--- config.mk ---
export PLATFORM = sky130hd
export DESIGN_NAME = masked_sample_collector
export DESIGN_NICKNAME = d
export VERILOG_FILES = /design/src/rtl/masked_sample_collector.sv
export SDC_FILE = /design/constraint.sdc
export NUM_CORES = 1
export LEC_CHECK = 0
export BUFFER_PORTS_ARGS = -buffer_cell sky130_fd_sc_hd__buf_2
export CAP_MARGIN = 0
export CELL_PAD_IN_SITES_DETAIL_PLACEMENT = 0
export CELL_PAD_IN_SITES_GLOBAL_PLACEMENT = 2
export CORE_MARGIN = 4
export CORE_UTILIZATION = 25
export DETAILED_ROUTE_END_ITERATION = 8
export MAX_ROUTING_LAYER = met4
export PLACE_DENSITY_LB_ADDON = 0.1
export SLEW_MARGIN = 20
export SYNTH_ARGS = -nofsm -noshare
export SYNTH_HDL_FRONTEND = slang
export SYNTH_SLANG_ARGS = --single-unit
--- constraint.sdc ---
create_clock -name clk -period 5.6 [get_ports clk]
set_input_delay 1.12 -clock clk [delete_from_list [all_inputs] [get_ports clk]]
set_output_delay 1.12 -clock clk [all_outputs]
set_load 0.005 [all_outputs]
--- src/rtl/masked_sample_collector.sv ---
// masked_sample_collector: requests masked Gaussian samples, re-masks each share pair and buffers it in a FWFT FIFO
// Ports: clk/rst (async active-high); enable/reseeding gate new requests; start_sample/sample_valid/
// sample_share0/sample_share1 form the sampler handshake; refresh_mask is the capture-time remask;
// out_valid/out_ready/out_share0/out_share1 form the downstream stream; fifo_count is occupancy;
// busy flags an outstanding request; timeout_err is a sticky abandoned-request flag.
module masked_sample_collector #(
    parameter int SAMPLE_WIDTH   = 16,
    parameter int FIFO_DEPTH     = 8,
    parameter int TIMEOUT_CYCLES = 64
) (
    input  logic                          clk,
    input  logic                          rst,
    input  logic                          enable,
    input  logic                          reseeding,
    output logic                          start_sample,
    input  logic                          sample_valid,
    input  logic [SAMPLE_WIDTH-1:0]       sample_share0,
    input  logic [SAMPLE_WIDTH-1:0]       sample_share1,
    input  logic [SAMPLE_WIDTH-1:0]       refresh_mask,
    output logic                          out_valid,
    input  logic                          out_ready,
    output logic [SAMPLE_WIDTH-1:0]       out_share0,
    output logic [SAMPLE_WIDTH-1:0]       out_share1,
    output logic [$clog2(FIFO_DEPTH):0]   fifo_count,
    output logic                          busy,
    output logic                          timeout_err
);
    localparam int AW = $clog2(FIFO_DEPTH);
    localparam int CW = AW + 1;
    localparam int TW = $clog2(TIMEOUT_CYCLES + 1);
    typedef enum logic [1:0] {IDLE, REQ, WAIT} state_t;
    state_t state, state_nxt;
    logic [TW-1:0] tmr;
    logic [AW-1:0] wr_ptr, rd_ptr;
    logic [CW-1:0] count;
    logic [SAMPLE_WIDTH-1:0] mem0 [FIFO_DEPTH];
    logic [SAMPLE_WIDTH-1:0] mem1 [FIFO_DEPTH];
    logic push, pop, expire;
    // Requests are only issued with a free slot, so a capture can never overflow the FIFO.
    always_comb begin
        state_nxt = state;
        push = 1'b0;
        expire = 1'b0;
        case (state)
            IDLE: state_nxt = (enable && !reseeding && count < CW'(FIFO_DEPTH)) ? REQ : IDLE;
            REQ: state_nxt = WAIT;
            WAIT: begin
                push = sample_valid;
                expire = !sample_valid && tmr == TW'(TIMEOUT_CYCLES - 1);
                state_nxt = (push || expire) ? IDLE : WAIT;
            end
            default: state_nxt = IDLE;
        endcase
    end
    assign pop = out_valid && out_ready;
    always_ff @(posedge clk or posedge rst) begin
        if (rst) begin
            state <= IDLE;
            tmr <= '0;
            timeout_err <= 1'b0;
            wr_ptr <= '0;
            rd_ptr <= '0;
            count <= '0;
        end else begin
            state <= state_nxt;
            tmr <= (state == WAIT && state_nxt == WAIT) ? tmr + TW'(1) : '0;
            timeout_err <= timeout_err | expire;
            wr_ptr <= wr_ptr + AW'(push);
            rd_ptr <= rd_ptr + AW'(pop);
            count <= count + CW'(push) - CW'(pop);
        end
    end
    // Each share is remasked independently; their XOR sum is never formed here.
    always_ff @(posedge clk) begin
        if (push) begin
            mem0[wr_ptr] <= sample_share0 ^ refresh_mask;
            mem1[wr_ptr] <= sample_share1 ^ refresh_mask;
        end
    end
    assign start_sample = state == REQ;
    assign busy = state != IDLE;
    assign out_valid = count != '0;
    assign out_share0 = out_valid ? mem0[rd_ptr] : '0;
    assign out_share1 = out_valid ? mem1[rd_ptr] : '0;
    assign fifo_count = count;
endmodule

# Word level (Yosys, flattened, before mapping)
# Memories as Yosys holds them, arrays and structs flattened.
# Cells that the tools add are included.
# Widths: inputs -> output; s select.
# totals
mem_count	2
mem_bits_ro	0
regBits	20
latchBits	0
output_inout_bits	40
wordCells	42
ram_bits	256
input_bits	54
# memory_table
name	depth	word_bits	rd	rd_clocked_by_memory_dff	write_ports	line_no	text
mem0	8	16	1	0	1	36	logic [SAMPLE_WIDTH-1:0] mem0 [FIFO_DEPTH];
mem1	8	16	1	0	1	37	logic [SAMPLE_WIDTH-1:0] mem1 [FIFO_DEPTH];
# op_classes
magnitude_cmp	1
multipliers	0
n_mux	10
bitwise	3
n_div	0
n_eq_ne	4
add_sub_neg	5
n_reduce_logical	11
shifts	0
# ops
op	n
$mux 16	2
$xor 16x16->16	2
$add 7x1->7 const B	1
$eq 7x6->1 const B	1
$mux 7	1
$add 3x1->3	2
$pmux 2 s3	1
$logic_and 1x1->1	5
$mux 1	5
$add 4x1->4	1
$eq 2x2->1 const B	2
$lt 4x4->1 const B	1
$reduce_bool 4->1	1
$sub 4x1->4	1
$eq 2x1->1 const B	1
$logic_not 1->1	2
$logic_not 2->1	1
$mux 2	1
$reduce_bool 2->1	1
$logic_or 1x1->1	1
$or 1x1->1	1

# Depth between registers and ports, before layout
# depth
word_depth	8
ltp_mapped	10
mapped_depth_nobuf	10

# Worst setup path after synthesis
# OpenSTA, ideal clock, no wires.
# synth_timing
path_kind	input to register
start	input port sample_valid
end	memory mem0[0][0] (enable)
setup_ns	0.461
t_arrival_ns	3.612
path_slack_ns	1.527
stages	4
required_time_ns	5.139
path_buffers	0
cell_sequence	nand3b_1 inv_1 nand2b_1 nor3_1
# synth_via
elab_chain_cells	3
# synth_lines
item	line_no	text
start: declaration	16	input logic sample_valid,
$mux 1	44	case (state)
$mux 1	75	if (push) begin
$mux 1 (implied by the code)	76	mem0[wr_ptr] <= sample_share0 ^ refresh_mask;
end: declaration	36	
# No other way between the ends.

# Worst setup path in the final report
# layout_timing
start	register count[2] (netlist: fifo_count[2])
end	output port out_share0[7]
# layout_via
elab_chain_cells	2
# layout_lines
item	line_no	text
start: declaration	35	logic [CW-1:0] count;
start signal: assignment	70	count <= count + CW'(push) - CW'(pop);
$reduce_bool 4->1	82	assign out_valid = count != '0;
$mux 16	83	assign out_share0 = out_valid ? mem0[rd_ptr] : '0;
end: declaration	22	output logic [SAMPLE_WIDTH-1:0] out_share0,
# No other way between the ends.

==> run summary <==
The run finished with clean final reports. The post-route cell area came out at 0.0131 sq mm. Worst setup path startpoint: fifo_count[2]$_DFF_PP0_.

The routed design could run at a clock period as short as 4.16 ns. Counting flops and latches in the post-synthesis netlist gives 276. The worst flop-to-flop path startpoint was fifo_count[2]$_DFF_PP0_. The count of hold-fix buffers inserted at cts came out at 0. For the number of global-route vias before repair, the log shows 5803. Once the floorplan was initialized, standard cells occupied 25.4% of the core. The final hold violation count was 0.

For this run, the number of Yosys warnings is 0. Row generation in the floorplan step produced 76 rows. The number of H-tree levels was 1. Footprint of the multi-input gates: 0.00262 sq mm. The tools report the number of detailed-routing iterations run before antenna repair as 4. The clock latency of the later-clocked register in the worst-skew pair is 0.56 ns. The first global-routing pass estimated 39.4 mm of wire. The logs give 13.0 mm for the met2 wire length and 0.00764 ns for the maximum clock skew at final layout. Summing all placed instances gives a cell area of 0.0121 sq mm. The run gives 496 as the number of cells produced by synthesis.

The share of flip-flops with an asynchronous set or reset after synthesis was 7.25%; the combined buffer and inverter count along the critical path was 3. The logs give 0.0432 sq mm for the area of the core region and 0.0472 sq mm for the area of the die. The internal portion of the total power is 4.33 mW. STA classifies the critical path startpoint as a flip-flop. The total overflow left after global routing is 0. The post-detailed-route wirelength per cell was 21.8 um; the required time of the critical path was 4.48 ns. The slowest stage of the critical path is the sky130_fd_sc_hd__nor3b_1 cell. Number of I/O pins: 94. The worst setup path is captured at a primary output. Clock-pin slew was measured on the worst setup and hold paths at 0.05 ns. Sequential elements use 74.8% of the synthesized area.

The area added between synthesis and finish works out to 19.6%. Once detail routing completed, the nets flagged for antenna violations numbered 0. The number of gates given a new drive strength after cts is 0, and the total net switching power is 1.73 mW.

The run gives 241 MHz as the maximum frequency from static timing analysis. For this design the static power due to leakage is 4.52 nW. The leading register cell type out of synthesis is sky130_fd_sc_hd__edfxtp_1. The register-to-register setup slack is 2.78 ns. Portion of total power attributed to combinational logic: 24.3%. The number of antenna diodes in the final layout is 0.

The synthesized design contains 256 enable-type register cells. The cell taking the most area after synthesis was sky130_fd_sc_hd__edfxtp_1. The number of nets in the synthesized netlist is 561. The max-slew headroom at the worst pin came out at 31.8%. For this block, the initial DRC count from the detailed router was 284. The length in cells of the worst reg-to-reg path was 10. Walking the worst path, the cells encountered are inv_1, ha_1, nor3b_1, nor2b_4, buf_4, a22o_1, buf_2.

In the routed design, unresolved DRC markers number 0. The worst endpoint data arrival time is 3.04 ns, and the portion of the clock cycle consumed by the worst path in the final layout is 74.2%. The last weighted congestion value of the routability-driven placer is 0.699, and the total wire length after detailed routing is 26.5 mm.

The summed instance area of the synthesized netlist is 0.0110 sq mm, and the post-synthesis average cell area is 22.1 sq um. The logs give 35 for the number of distinct standard cells referenced by the synthesized netlist and 12.0 mm for the met1 layer wirelength in the final routing. Of the post-synthesis cell area, the dominant cell type holds 70.2%. On the final layout, the worst hold slack is 0.460 ns. Post-CTS timing repair inserted 0 buffers for setup. The clock power share is 31.8%, and the x dimension of the die is 217 um. The number of clock buffers added by TritonCTS is 31.

For this run, the post-layout net count is 678. By count the netlist is led by sky130_fd_sc_hd__edfxtp_1 (256), sky130_fd_sc_hd__xor2_1 (37), sky130_fd_sc_hd__mux4_2 (33). The critical path is of the reg2out type. Detailed placement ended at an HPWL of 15.5 mm. The class of the most critical hold timing path was reg2reg. At the pin with the least slew margin, the transition time is 1.02 ns.

Of the cells placed in the final design, the portion with a size suffix greater than 1 is 30.4%. The maximum number of pins on one net before global-route repair is 66, and the delay contributed by the slowest stage of the critical path is 0.81 ns. The run gives 43.9% as the sequential share of power.

Counting the fill cells in the layout gives 4276. After detailed routing, no signal wire sits above met4. The number of cells on the critical path is 7.

The largest delay contributor family on the critical path was simple AND/OR/NAND/NOR gates. In this run switching power makes up 28.5% of total power. TritonCTS built the clock tree. The final number of max-transition violations is 0, and the worst hold path stage count is 2. Input and output buffers added on the ports amount to 93. Final-report setup violation count: 0.

The tools report the initial antenna violation count as 0. The biggest fanout along the worst timing path was 17. The most frequent cell after synthesis is sky130_fd_sc_hd__edfxtp_1. Ranked by total cell area, the synthesized netlist is headed by sky130_fd_sc_hd__edfxtp_1 (70%), sky130_fd_sc_hd__mux4_1 (7.4%), sky130_fd_sc_hd__mux4_2 (6.8%). In this run the deepest clock path goes through 3 buffers.

After routing, the total negative slack on setup checks comes to 0 ns. The total number of clock tree sinks came out at 276. Ratio of total power to cell area: 462 mW/mm^2.

The run gives 5203 as the via count. The tool flagged a number of max-cap violations equal to 0. The height of the chip was 217 um; the overall routing resource usage was 11.6%.

The detailed route wirelength on metal3 is 1.18 mm, and the peak supply drop is 0.233 mV. The tools report the combined flip-flop and latch cell area as 0.00820 sq mm. The tree is rooted in a sky130_fd_sc_hd__clkbuf_16. Setup repair after global routing left no endpoint under its margin.

The detail-routed via count per cell works out to 4.27. The worst hold path begins at timeout_err$_DFF_PP0_.
-- final timing paths --
kind / to
setup / recovery: out_share0[7]
hold / removal: timeout_err$_DFF_PP0_
setup reg to reg: fifo_count[2]$_DFF_PP0_
hold reg to reg: timeout_err$_DFF_PP0_
max in group asynchronous: rd_ptr[0]$_DFF_PP0_
min in group asynchronous: tmr[0]$_DFF_PP0_
-- per-layer routing --
metal  vias to the layer above  global-route usage [%]
li1                       2301                       -
met2                       104                    19.0
met5                         -                       -
met3                        30                    1.97
met1                      2768                    15.3
met4                         0                    2.61
-- metrics by stage --
step | worst slack [ns] | utilization (%) | power [mW] | instances
floorplan | 1.53 | - | 3.62 | 496
global placement | 1.99 | 28.1 | 4.24 | 1165
detailed placement | 1.96 | 28.1 | 4.25 | 1165
CTS | 1.33 | 30.3 | 6.21 | 1219
global route | 1.17 | 30.3 | 6.41 | 1219
finish | 1.44 | 30.3 | 6.05 | 1219
-- tightest hold or removal path, cell delays in order (launching register included) --
cell and delay (ns):
sky130_fd_sc_hd__dfrtp_1 0.34, sky130_fd_sc_hd__inv_1 0.04, sky130_fd_sc_hd__o41ai_1 0.05
-- cells by family after synthesis --
| kind of cell | after synthesis | share of synthesized area, % |
|---|---|---|
| adder cells (fa/ha/maj) | 11 | 1.33 |
| flip-flops | 276 | 74.8 |
| buffers and inverters | 33 | 1.95 |
| XOR/XNOR | 39 | 3.12 |
| multiplexers | 64 | 14.2 |
| AND/OR/NAND/NOR | 34 | 1.61 |
| AO/OA/AOI/OAI | 39 | 3.00 |
-- registers in the layout (all words and copies together) (netlist names) --
| name | cells |
|---|---|
| state | 2 |
| tmr | 7 |
| fifo_count | 4 |
| mem0 | 128 |
| wr_ptr | 3 |
| mem1 | 128 |
| timeout_err | 1 |
| rd_ptr | 3 |
-- cells in the final DEF, fill, tap and decap left out, types with 10 or more instances in the layout --
cell type and n:
sky130_fd_sc_hd__edfxtp_1 256, sky130_fd_sc_hd__buf_2 93, sky130_fd_sc_hd__xor2_1 37, sky130_fd_sc_hd__mux4_2 33, sky130_fd_sc_hd__a22o_1 32, sky130_fd_sc_hd__mux4_1 31
sky130_fd_sc_hd__clkbuf_16 31, sky130_fd_sc_hd__dfrtp_1 18, sky130_fd_sc_hd__inv_1 12, sky130_fd_sc_hd__buf_4 12, sky130_fd_sc_hd__ha_1 10
-- power groups by stage --
stage	clock [mW]	combinational, mW	sequential (mW)
floorplan	0	1.14	2.48
global placement	0	1.52	2.72
detailed placement	0	1.53	2.72
CTS	1.99	1.53	2.68
global route	2.09	1.62	2.70
finish	1.92	1.47	2.66
-- final cells by class --
class                   instances  share of cell area (%)
multi-input cells             187                    20.0
well taps                     585                    5.59
clock inverters                14                    1.10
inverters                      12                   0.344
repair buffers                105                    4.24
flip-flops and latches        276                    62.6
clock buffers                  40                    6.18
Power figures use the tool's default switching activity.
